## config.mk

```make
export PLATFORM = sky130hd
export DESIGN_NAME = axi_riscv_amo_sequencer
export DESIGN_NICKNAME = d
export VERILOG_FILES = /design/src/rtl/axi_riscv_amo_sequencer.sv
export SDC_FILE = /design/constraint.sdc
export NUM_CORES = 1
export LEC_CHECK = 0
export CAP_MARGIN = 20
export CORE_UTILIZATION = 41
export DETAILED_ROUTE_END_ITERATION = 10
export SYNTH_ARGS = -nofsm -noshare
export SYNTH_HDL_FRONTEND = slang
export SYNTH_SLANG_ARGS = --single-unit
```

## constraint.sdc

```tcl
create_clock -name clk_i -period 3.6 [get_ports clk_i]
set_input_delay 0.72 -clock clk_i [delete_from_list [all_inputs] [get_ports clk_i]]
set_output_delay 0.72 -clock clk_i [all_outputs]
set_load 0.02 [all_outputs]
```

## src/rtl/axi_riscv_amo_sequencer.sv

```systemverilog
// AXI ATOP sequencer: bounds the number of in-flight atomics, keeps their IDs
// unique, and holds back any AW/AR that touches the RISC-V word of an
// in-flight atomic. Completion is tracked by snooping B and R handshakes.
module axi_riscv_amo_sequencer #(
    parameter int unsigned AxiAddrWidth   = 64,
    parameter int unsigned AxiIdWidth     = 4,
    parameter int unsigned RiscvWordWidth = 64,
    parameter int unsigned MaxAtops       = 4
) (
    input  logic                             clk_i,
    input  logic                             rst_i,
    input  logic                             slv_aw_valid_i,
    output logic                             slv_aw_ready_o,
    input  logic [AxiAddrWidth-1:0]          aw_addr_i,
    input  logic [AxiIdWidth-1:0]            aw_id_i,
    input  logic [5:0]                       aw_atop_i,
    output logic                             mst_aw_valid_o,
    input  logic                             mst_aw_ready_i,
    input  logic                             slv_ar_valid_i,
    output logic                             slv_ar_ready_o,
    input  logic [AxiAddrWidth-1:0]          ar_addr_i,
    output logic                             mst_ar_valid_o,
    input  logic                             mst_ar_ready_i,
    input  logic                             b_valid_i,
    input  logic                             b_ready_i,
    input  logic [AxiIdWidth-1:0]            b_id_i,
    input  logic                             r_valid_i,
    input  logic                             r_ready_i,
    input  logic                             r_last_i,
    input  logic [AxiIdWidth-1:0]            r_id_i,
    output logic                             busy_o,
    output logic [$clog2(MaxAtops+1)-1:0]    count_o
);

    localparam int unsigned WOFF = $clog2(RiscvWordWidth / 8);
    localparam int unsigned WW   = AxiAddrWidth - WOFF;
    localparam int unsigned CW   = $clog2(MaxAtops + 1);

    // Per-entry views of the table, gathered from the generate block below.
    logic [MaxAtops-1:0] vld_vec;
    logic [MaxAtops-1:0] aw_hit_vec;
    logic [MaxAtops-1:0] ar_hit_vec;
    logic [MaxAtops-1:0] id_hit_vec;
    logic [MaxAtops-1:0] alloc_vec;
    logic                alloc_found;

    logic [WW-1:0] aw_word;
    logic [WW-1:0] ar_word;
    logic          aw_is_atop;
    logic          aw_stall;
    logic          ar_stall;
    logic          aw_hs;
    logic          ar_hs;
    logic          b_hs;
    logic          r_last_hs;
    logic          full;

    logic ar_hold_q;
    logic ar_hold_d;

    assign aw_word    = aw_addr_i[AxiAddrWidth-1:WOFF];
    assign ar_word    = ar_addr_i[AxiAddrWidth-1:WOFF];
    assign aw_is_atop = |aw_atop_i;
    assign b_hs       = b_valid_i & b_ready_i;
    assign r_last_hs  = r_valid_i & r_ready_i & r_last_i;
    assign full       = &vld_vec;

    // Byte offset inside a word never participates in overlap checks.
    if (WOFF > 0) begin : g_offset_unused
        logic unused_offset_bits;
        assign unused_offset_bits = ^{aw_addr_i[WOFF-1:0], ar_addr_i[WOFF-1:0]};
    end

    // Stall decisions use registered table state only, so there is no
    // combinational path from the snooped responses to the request handshakes.
    assign aw_stall = (|aw_hit_vec) | (aw_is_atop & (full | (|id_hit_vec)));
    assign ar_stall = (|ar_hit_vec) & ~ar_hold_q;

    assign mst_aw_valid_o = slv_aw_valid_i & ~aw_stall;
    assign slv_aw_ready_o = mst_aw_ready_i & ~aw_stall;
    assign mst_ar_valid_o = slv_ar_valid_i & ~ar_stall;
    assign slv_ar_ready_o = mst_ar_ready_i & ~ar_stall;

    assign aw_hs = slv_aw_valid_i & mst_aw_ready_i & ~aw_stall;
    assign ar_hs = slv_ar_valid_i & mst_ar_ready_i & ~ar_stall;

    // Pick the lowest-index free slot for a new atomic.
    always_comb begin
        alloc_vec   = '0;
        alloc_found = 1'b0;
        for (int i = 0; i < int'(MaxAtops); i++) begin
            if (!vld_vec[i] && !alloc_found) begin
                alloc_vec[i] = 1'b1;
                alloc_found  = 1'b1;
            end
        end
    end

    // Population count of valid entries.
    always_comb begin
        count_o = '0;
        for (int i = 0; i < int'(MaxAtops); i++) begin
            count_o = count_o + CW'(vld_vec[i]);
        end
    end

    assign busy_o = |vld_vec;

    for (genvar gi = 0; gi < int'(MaxAtops); gi++) begin : g_entry
        logic                  vld_q, vld_d;
        logic                  need_r_q, need_r_d;
        logic                  got_b_q, got_b_d;
        logic                  got_r_q, got_r_d;
        logic [AxiIdWidth-1:0] id_q, id_d;
        logic [WW-1:0]         waddr_q, waddr_d;
        logic                  done;

        assign done           = vld_q & got_b_q & (got_r_q | ~need_r_q);
        assign vld_vec[gi]    = vld_q;
        assign aw_hit_vec[gi] = vld_q & (waddr_q == aw_word);
        assign ar_hit_vec[gi] = vld_q & (waddr_q == ar_word);
        assign id_hit_vec[gi] = vld_q & (id_q == aw_id_i);

        // Entry lifecycle: retire when complete, else record responses, else allocate.
        always_comb begin
            vld_d    = vld_q;
            need_r_d = need_r_q;
            got_b_d  = got_b_q;
            got_r_d  = got_r_q;
            id_d     = id_q;
            waddr_d  = waddr_q;
            if (done) begin
                vld_d   = 1'b0;
                got_b_d = 1'b0;
                got_r_d = 1'b0;
            end else if (vld_q) begin
                if (b_hs && (b_id_i == id_q)) begin
                    got_b_d = 1'b1;
                end
                if (r_last_hs && (r_id_i == id_q)) begin
                    got_r_d = 1'b1;
                end
            end else if (aw_hs && aw_is_atop && alloc_vec[gi]) begin
                vld_d    = 1'b1;
                id_d     = aw_id_i;
                waddr_d  = aw_word;
                need_r_d = aw_atop_i[5];
                got_b_d  = 1'b0;
                got_r_d  = 1'b0;
            end
        end

        // Entry state register.
        always_ff @(posedge clk_i) begin
            if (rst_i) begin
                vld_q    <= 1'b0;
                need_r_q <= 1'b0;
                got_b_q  <= 1'b0;
                got_r_q  <= 1'b0;
                id_q     <= '0;
                waddr_q  <= '0;
            end else begin
                vld_q    <= vld_d;
                need_r_q <= need_r_d;
                got_b_q  <= got_b_d;
                got_r_q  <= got_r_d;
                id_q     <= id_d;
                waddr_q  <= waddr_d;
            end
        end
    end

    // Once a downstream AR has been presented, keep presenting it until accepted.
    always_comb begin
        ar_hold_d = ar_hold_q;
        if (ar_hs) begin
            ar_hold_d = 1'b0;
        end else if (mst_ar_valid_o && !mst_ar_ready_i) begin
            ar_hold_d = 1'b1;
        end
    end

    // AR hold flag register.
    always_ff @(posedge clk_i) begin
        if (rst_i) begin
            ar_hold_q <= 1'b0;
        end else begin
            ar_hold_q <= ar_hold_d;
        end
    end

endmodule
```

* Word-level counts from Yosys, hierarchy flattened
Index checks and enable logic that the tools add are counted.
Widths: inputs -> output; s select.
** Operators by class
- $add $sub $neg :: 3
- Eq/ne operators :: 28
- Multiplexer cells :: 34
- Bitwise gates (word level) :: 54
- Reduce and logical (&&, ||, !) cells :: 50
** Operators by type and width (count)
- $eq 61x61->1 :: 8
- $eq 4x4->1 :: 12
- $mux 1 :: 34
- $and 1x1->1 :: 33
- $logic_and 1x1->1 :: 17
- $ne 2x1->1 const B :: 8
- $reduce_and 2->1 :: 8
- $reduce_or 4->1 :: 4
- $not 1->1 :: 15
- $reduce_and 3->1 :: 4
- $reduce_or 2->1 :: 5
- $reduce_bool 2->1 :: 4
- $logic_not 1->1 :: 6
- $or 1x1->1 :: 6
- $reduce_or 6->1 :: 1
- $reduce_and 4->1 :: 1
- $add 2x1->3 :: 1
- $add 3x1->3 :: 1
- $add 1x1->2 :: 1
** Word-level totals
- Register bits :: 277
- Bits of input ports :: 157

* Depth between registers and ports, before layout
- Word-level depth :: 12
- Mapped depth :: 12
- Depth with buffers taken out :: 8

* Least setup slack after synthesis
No wires, ideal clock.
- Path kind :: input to output
- From :: input port aw_addr_i[3]
- To :: output port mst_aw_valid_o
- Arrival :: 2871 ps
- Data required time :: 2880 ps
- Slack :: 9 ps
- Cell stages on the path :: 10
- Buffers on the path :: 2
- Path through :: clkbuf_1 xnor2_1 nand4_1 nor4_1 nand4_1 o32ai_1 nor2_1 clkbuf_1 o21ai_0 nor2_1
** On the way
- Cells in the longest elaborated chain, start to end :: 6
- Elaborated cells on any way between the ends :: 12
- Those cells by class :: eq/ne: 4; bitwise: 7; reduce/logical: 1
** RTL lines
- start: declaration :: line 14 : input logic [AxiAddrWidth-1:0] aw_addr_i,
- $eq 61x61->1 :: line 120 : assign aw_hit_vec[gi] = vld_q & (waddr_q == aw_word);
- $and 1x1->1 :: line 120
- $reduce_or 4->1 (*) :: line 76 : assign aw_stall = (|aw_hit_vec) | (aw_is_atop & (full | (|id_hit_vec)));
- $or 1x1->1 (*) :: line 76
- $not 1->1 (*) :: line 79 : assign mst_aw_valid_o = slv_aw_valid_i & ~aw_stall;
- $and 1x1->1 (*) :: line 79
- end: declaration :: line 17 : output logic mst_aw_valid_o,
Mark *: on every way between the ends. The rest lies on a longest branch, timed or not.

* Worst setup path in the final report
- From :: input port aw_addr_i[8]
- To :: output port slv_aw_ready_o
** On the way
- Cells in the longest elaborated chain, start to end :: 6
- Elaborated cells on any way between the ends :: 12
- Those cells by class :: eq/ne: 4; bitwise: 7; reduce/logical: 1
** RTL lines
- $eq 61x61->1 :: line 120
- $and 1x1->1 :: line 120
- $reduce_or 4->1 (*) :: line 76
- $or 1x1->1 (*) :: line 76
- $not 1->1 (*) :: line 80 : assign slv_aw_ready_o = mst_aw_ready_i & ~aw_stall;
- $and 1x1->1 (*) :: line 80
- end: declaration :: line 13 : output logic slv_aw_ready_o,
Marked as above.

==> impl_metrics.toml <==
[finish]
drive_above_1_share_pct = 32.9
syn_to_final_growth_pct = 53.4
fillers = 3321
finalNonFillerCells = 3064
fin_nets = 2675

[logic_synthesis]
synth_ff_type = "dfxtp_1"
syn_inst = 1954
synth-seq-cells = 277
synth_area_per_cell_um2 = 8.50
synth_area_um2 = 16600
async_flop_share_pct = 0
yosysWarningCount = 0
synth_edf_count = 0
ys_seq_area_share_pct = 33.4
synth_fp_nets = 2118
ys_types = 53

[sta]
fmaxAchievable_mhz = 270
tightest_slew_ns = 1.14
maxSlewHeadroom_pct = 24.3
finalSetupViolCount = 4
rsz0062_at_grt = "yes"
slew_viol_final = 0
fin_hold_ws_ns = 0.472
period_minus_slack_ns = 3.70
period_share_pct = 103
hold_violations = 0
fin_skew_ns = 0.0153
fin_ws_ns = -0.105

[routing]
drc_errors = 0
vias_per_cell = 6.17
firstDrtPassIters = 6
drt_iter0_drc = 2658
dr_total_vias = 18900
ant_nets = 0
wire_per_inst_um = 33.5
routed_wl_um = 103000

[worst_setup_path]
cpPeakStageDelay_ns = 0.35
worst-path-stages = 13
cp.arrival_ns = 2.98
critical_path.endpoint = "slv_aw_ready_o"
r2r_cells = 12
crit_chain = "dlygate4sd2_1, buf_6, xnor2_2, nand4_1, nor4_2, buf_4, nand4_1, o32ai_4, buf_6, nor2_4, o21ai_2, nor2_1, buf_4"
crit_slowest_cell = "nor4_2"
crit_path_start = "aw_addr_i[8]"
worst_setup_path_start_kind = "primary input"
critPathKind = "in -> out"
critPathTopFamily = "buffers and inverters"
r2r-end = "g_entry[3].waddr_q[29]"
cp_max_fo = 7
crit_buf_inv = 5
end_kind = "output pin"
worstReg2RegStart = "g_entry[2].waddr_q[21]"
cp.required_ns = 2.88
r2r_slack_ns = 0.29

[power_and_ir_drop]
ir_worst_vdd_mv = 0.354
p_leak_nw = 10.0
power_density_nw_per_um2 = 356

[cts]
htree_levels = 2
cts_tree = "built"
cts_hold_buf = 0
numCtsBuffers = 35
clock_sinks = 277
clk_pin_slew_ns = 0.06
cts.path.max_buffers = 3
clk_latency_ns = 0.56
clockRootBuffer = "clkbuf_16"

[place]
dp_slack_ns = -1.19
dp_hpwl_um = 80500
gp_congestion = 1.12
portBuffers = 158
dp_cells = 2952

[job]
drv_cap = 0

[floorplan]
die_x_um = 203
core_region_area_um2 = 39800
fp.dieArea_um2 = 41300
start_util_pct = 41.7
ios = 165
row_count = 73
die_h_um = 203

[grt]
grt_max_degree = 102
grt_pass1_wl_um = 140000
grt_pass1_vias = 18300
grt_usage_pct = 49.1
gr-total-overflow = 0
antenna_found_initial = 4

[outcome]
failed_checks = "negative setup slack"
status = "finished with violations"

[worst_hold_path]
hold_class = "reg -> reg"
==> stage by stage <==
step / instance area [um2] / util (%) / setup TNS, ns / power [mW]
final: 25500 / 64.0 / -0.362 / 9.07
after detailed placement: 22200 / 55.8 / -196.20 / 4.93
after global routing: 25500 / 63.9 / -0.466 / 9.19
after global placement: 22200 / 55.8 / -191.01 / 4.93
after floorplan: 16600 / - / 0 / 3.87
after CTS: 25000 / 62.7 / -0.183 / 8.91
==> placed cells by master, fill, tap and decap left out, types with 36 or more instances in the layout <==
master,synthesis,final
o21ai_0,79,74
o22ai_1,51,40
dlygate4sd2_1,0,66
nand3_1,80,79
mux2i_1,198,198
xnor2_2,0,51
buf_6,1,62
nor2_1,208,206
clkbuf_16,0,36
nand4_1,70,70
xnor2_1,234,171
dfxtp_1,277,264
a21oi_1,68,68
xor2_1,137,127
inv_1,127,99
buf_12,0,45
buf_4,11,422
==> Yosys cell counts, types with 6 or more instances <==
cell type / n / area, um2
inv_1: 127 / 477
xnor2_1: 234 / 2050
buf_2: 32 / 160
nand2_1: 19 / 71.3
o21ai_0: 79 / 395
a22o_1: 20 / 175
dfxtp_1: 277 / 5550
a222oi_1: 6 / 60.1
clkbuf_1: 113 / 424
nor4_1: 70 / 438
o22ai_1: 51 / 319
nor3_1: 9 / 45.0
nand2b_1: 15 / 93.8
a22oi_1: 6 / 45.0
ha_1: 6 / 75.1
mux2i_1: 198 / 1980
xor2_1: 137 / 1200
o2bb2ai_1: 28 / 245
nand3_1: 80 / 400
a31oi_1: 6 / 37.5
nand4_1: 70 / 438
o221ai_1: 9 / 78.8
a21oi_1: 68 / 340
buf_4: 11 / 82.6
a221oi_1: 21 / 184
nor2_1: 208 / 781
==> worst min path at each step <==
stage / start / end / cells after the start
after floorplan: g_entry[0].got_r_q / g_entry[0].got_r_q / 2
after global placement: g_entry[1].got_r_q / g_entry[1].got_r_q / 2
after detailed placement: g_entry[2].got_b_q / g_entry[2].got_b_q / 2
after CTS: g_entry[2].got_b_q / g_entry[2].got_b_q / 2
after global routing: g_entry[2].got_b_q / g_entry[2].got_b_q / 2
final: g_entry[2].got_b_q / g_entry[2].got_b_q / 2
==> tightest hold or removal path: cells and delay by family (launching register included) <==
family	cells	cell delay [ns]
flops	1	0.31
compound gates	1	0.06
simple gates	1	0.05
==> layer usage <==
metal  up-vias  wire length, um  GRT usage [%]  part of all wire [%]
met2      1496            41400           70.7                    40
li1       7932                -              -                     -
met1      9115            38100           61.9                    37
met5         -               11              0                 0.011
met3       364            14000           14.8                    14
met4         2             9160           35.3                   8.9
==> cells by family (layout without fill, tap and decap cells) <==
kind of cell / after synthesis / after routing / synth area share (%)
other: 0 / 2 / 0
AO/OA/AOI/OAI: 321 / 321 / 12.8
buffers and inverters: 290 / 873 / 7.13
multiplexers: 198 / 198 / 11.9
flip-flops: 277 / 277 / 33.4
XOR/XNOR: 371 / 371 / 19.6
adder cells (fa/ha/maj): 7 / 7 / 0.573
AND/OR/NAND/NOR: 490 / 490 / 14.6
==> final cells by class <==
cell class / instances / area, um2 / share of cell area (%)
well taps: 525 / 657 / 2.58
multi-input cells: 1387 / 11300 / 44.5
clock buffers: 48 / 1010 / 3.95
clock inverters: 15 / 251 / 0.987
flip-flops and latches: 277 / 5570 / 21.9
inverters: 127 / 488 / 1.92
diodes: 2 / 5.00 / 0.0196
repair buffers: 683 / 6170 / 24.2
==> report_power, final <==
group | internal (mW) | leakage, nW | total [mW] | switching [mW]
Sequential | 3.12 | 2.25 | 3.21 | 0.0886
Clock | 2.40 | 0.606 | 3.94 | 1.54
Combinational | 0.854 | 7.17 | 1.92 | 1.07
Total | 6.37 | 10.0 | 9.07 | 2.69
==> what timing repair did <==
action                     in CTS  in global routing
setup endpoints to repair     212                 31
resized for setup             437                115
cloned                          0                  0
pin swaps                     114                 76
setup buffers                  48                 13
==> sequential cells by signal, indices dropped and copies added (netlist names) <==
signal	count
g_entry.waddr_q	244
g_entry.id_q	16
g_entry.got_b_q	4
g_entry.got_r_q	4
g_entry.need_r_q	4
g_entry.vld_q	4
ar_hold_q	1
Power figures use the tool's default switching activity.
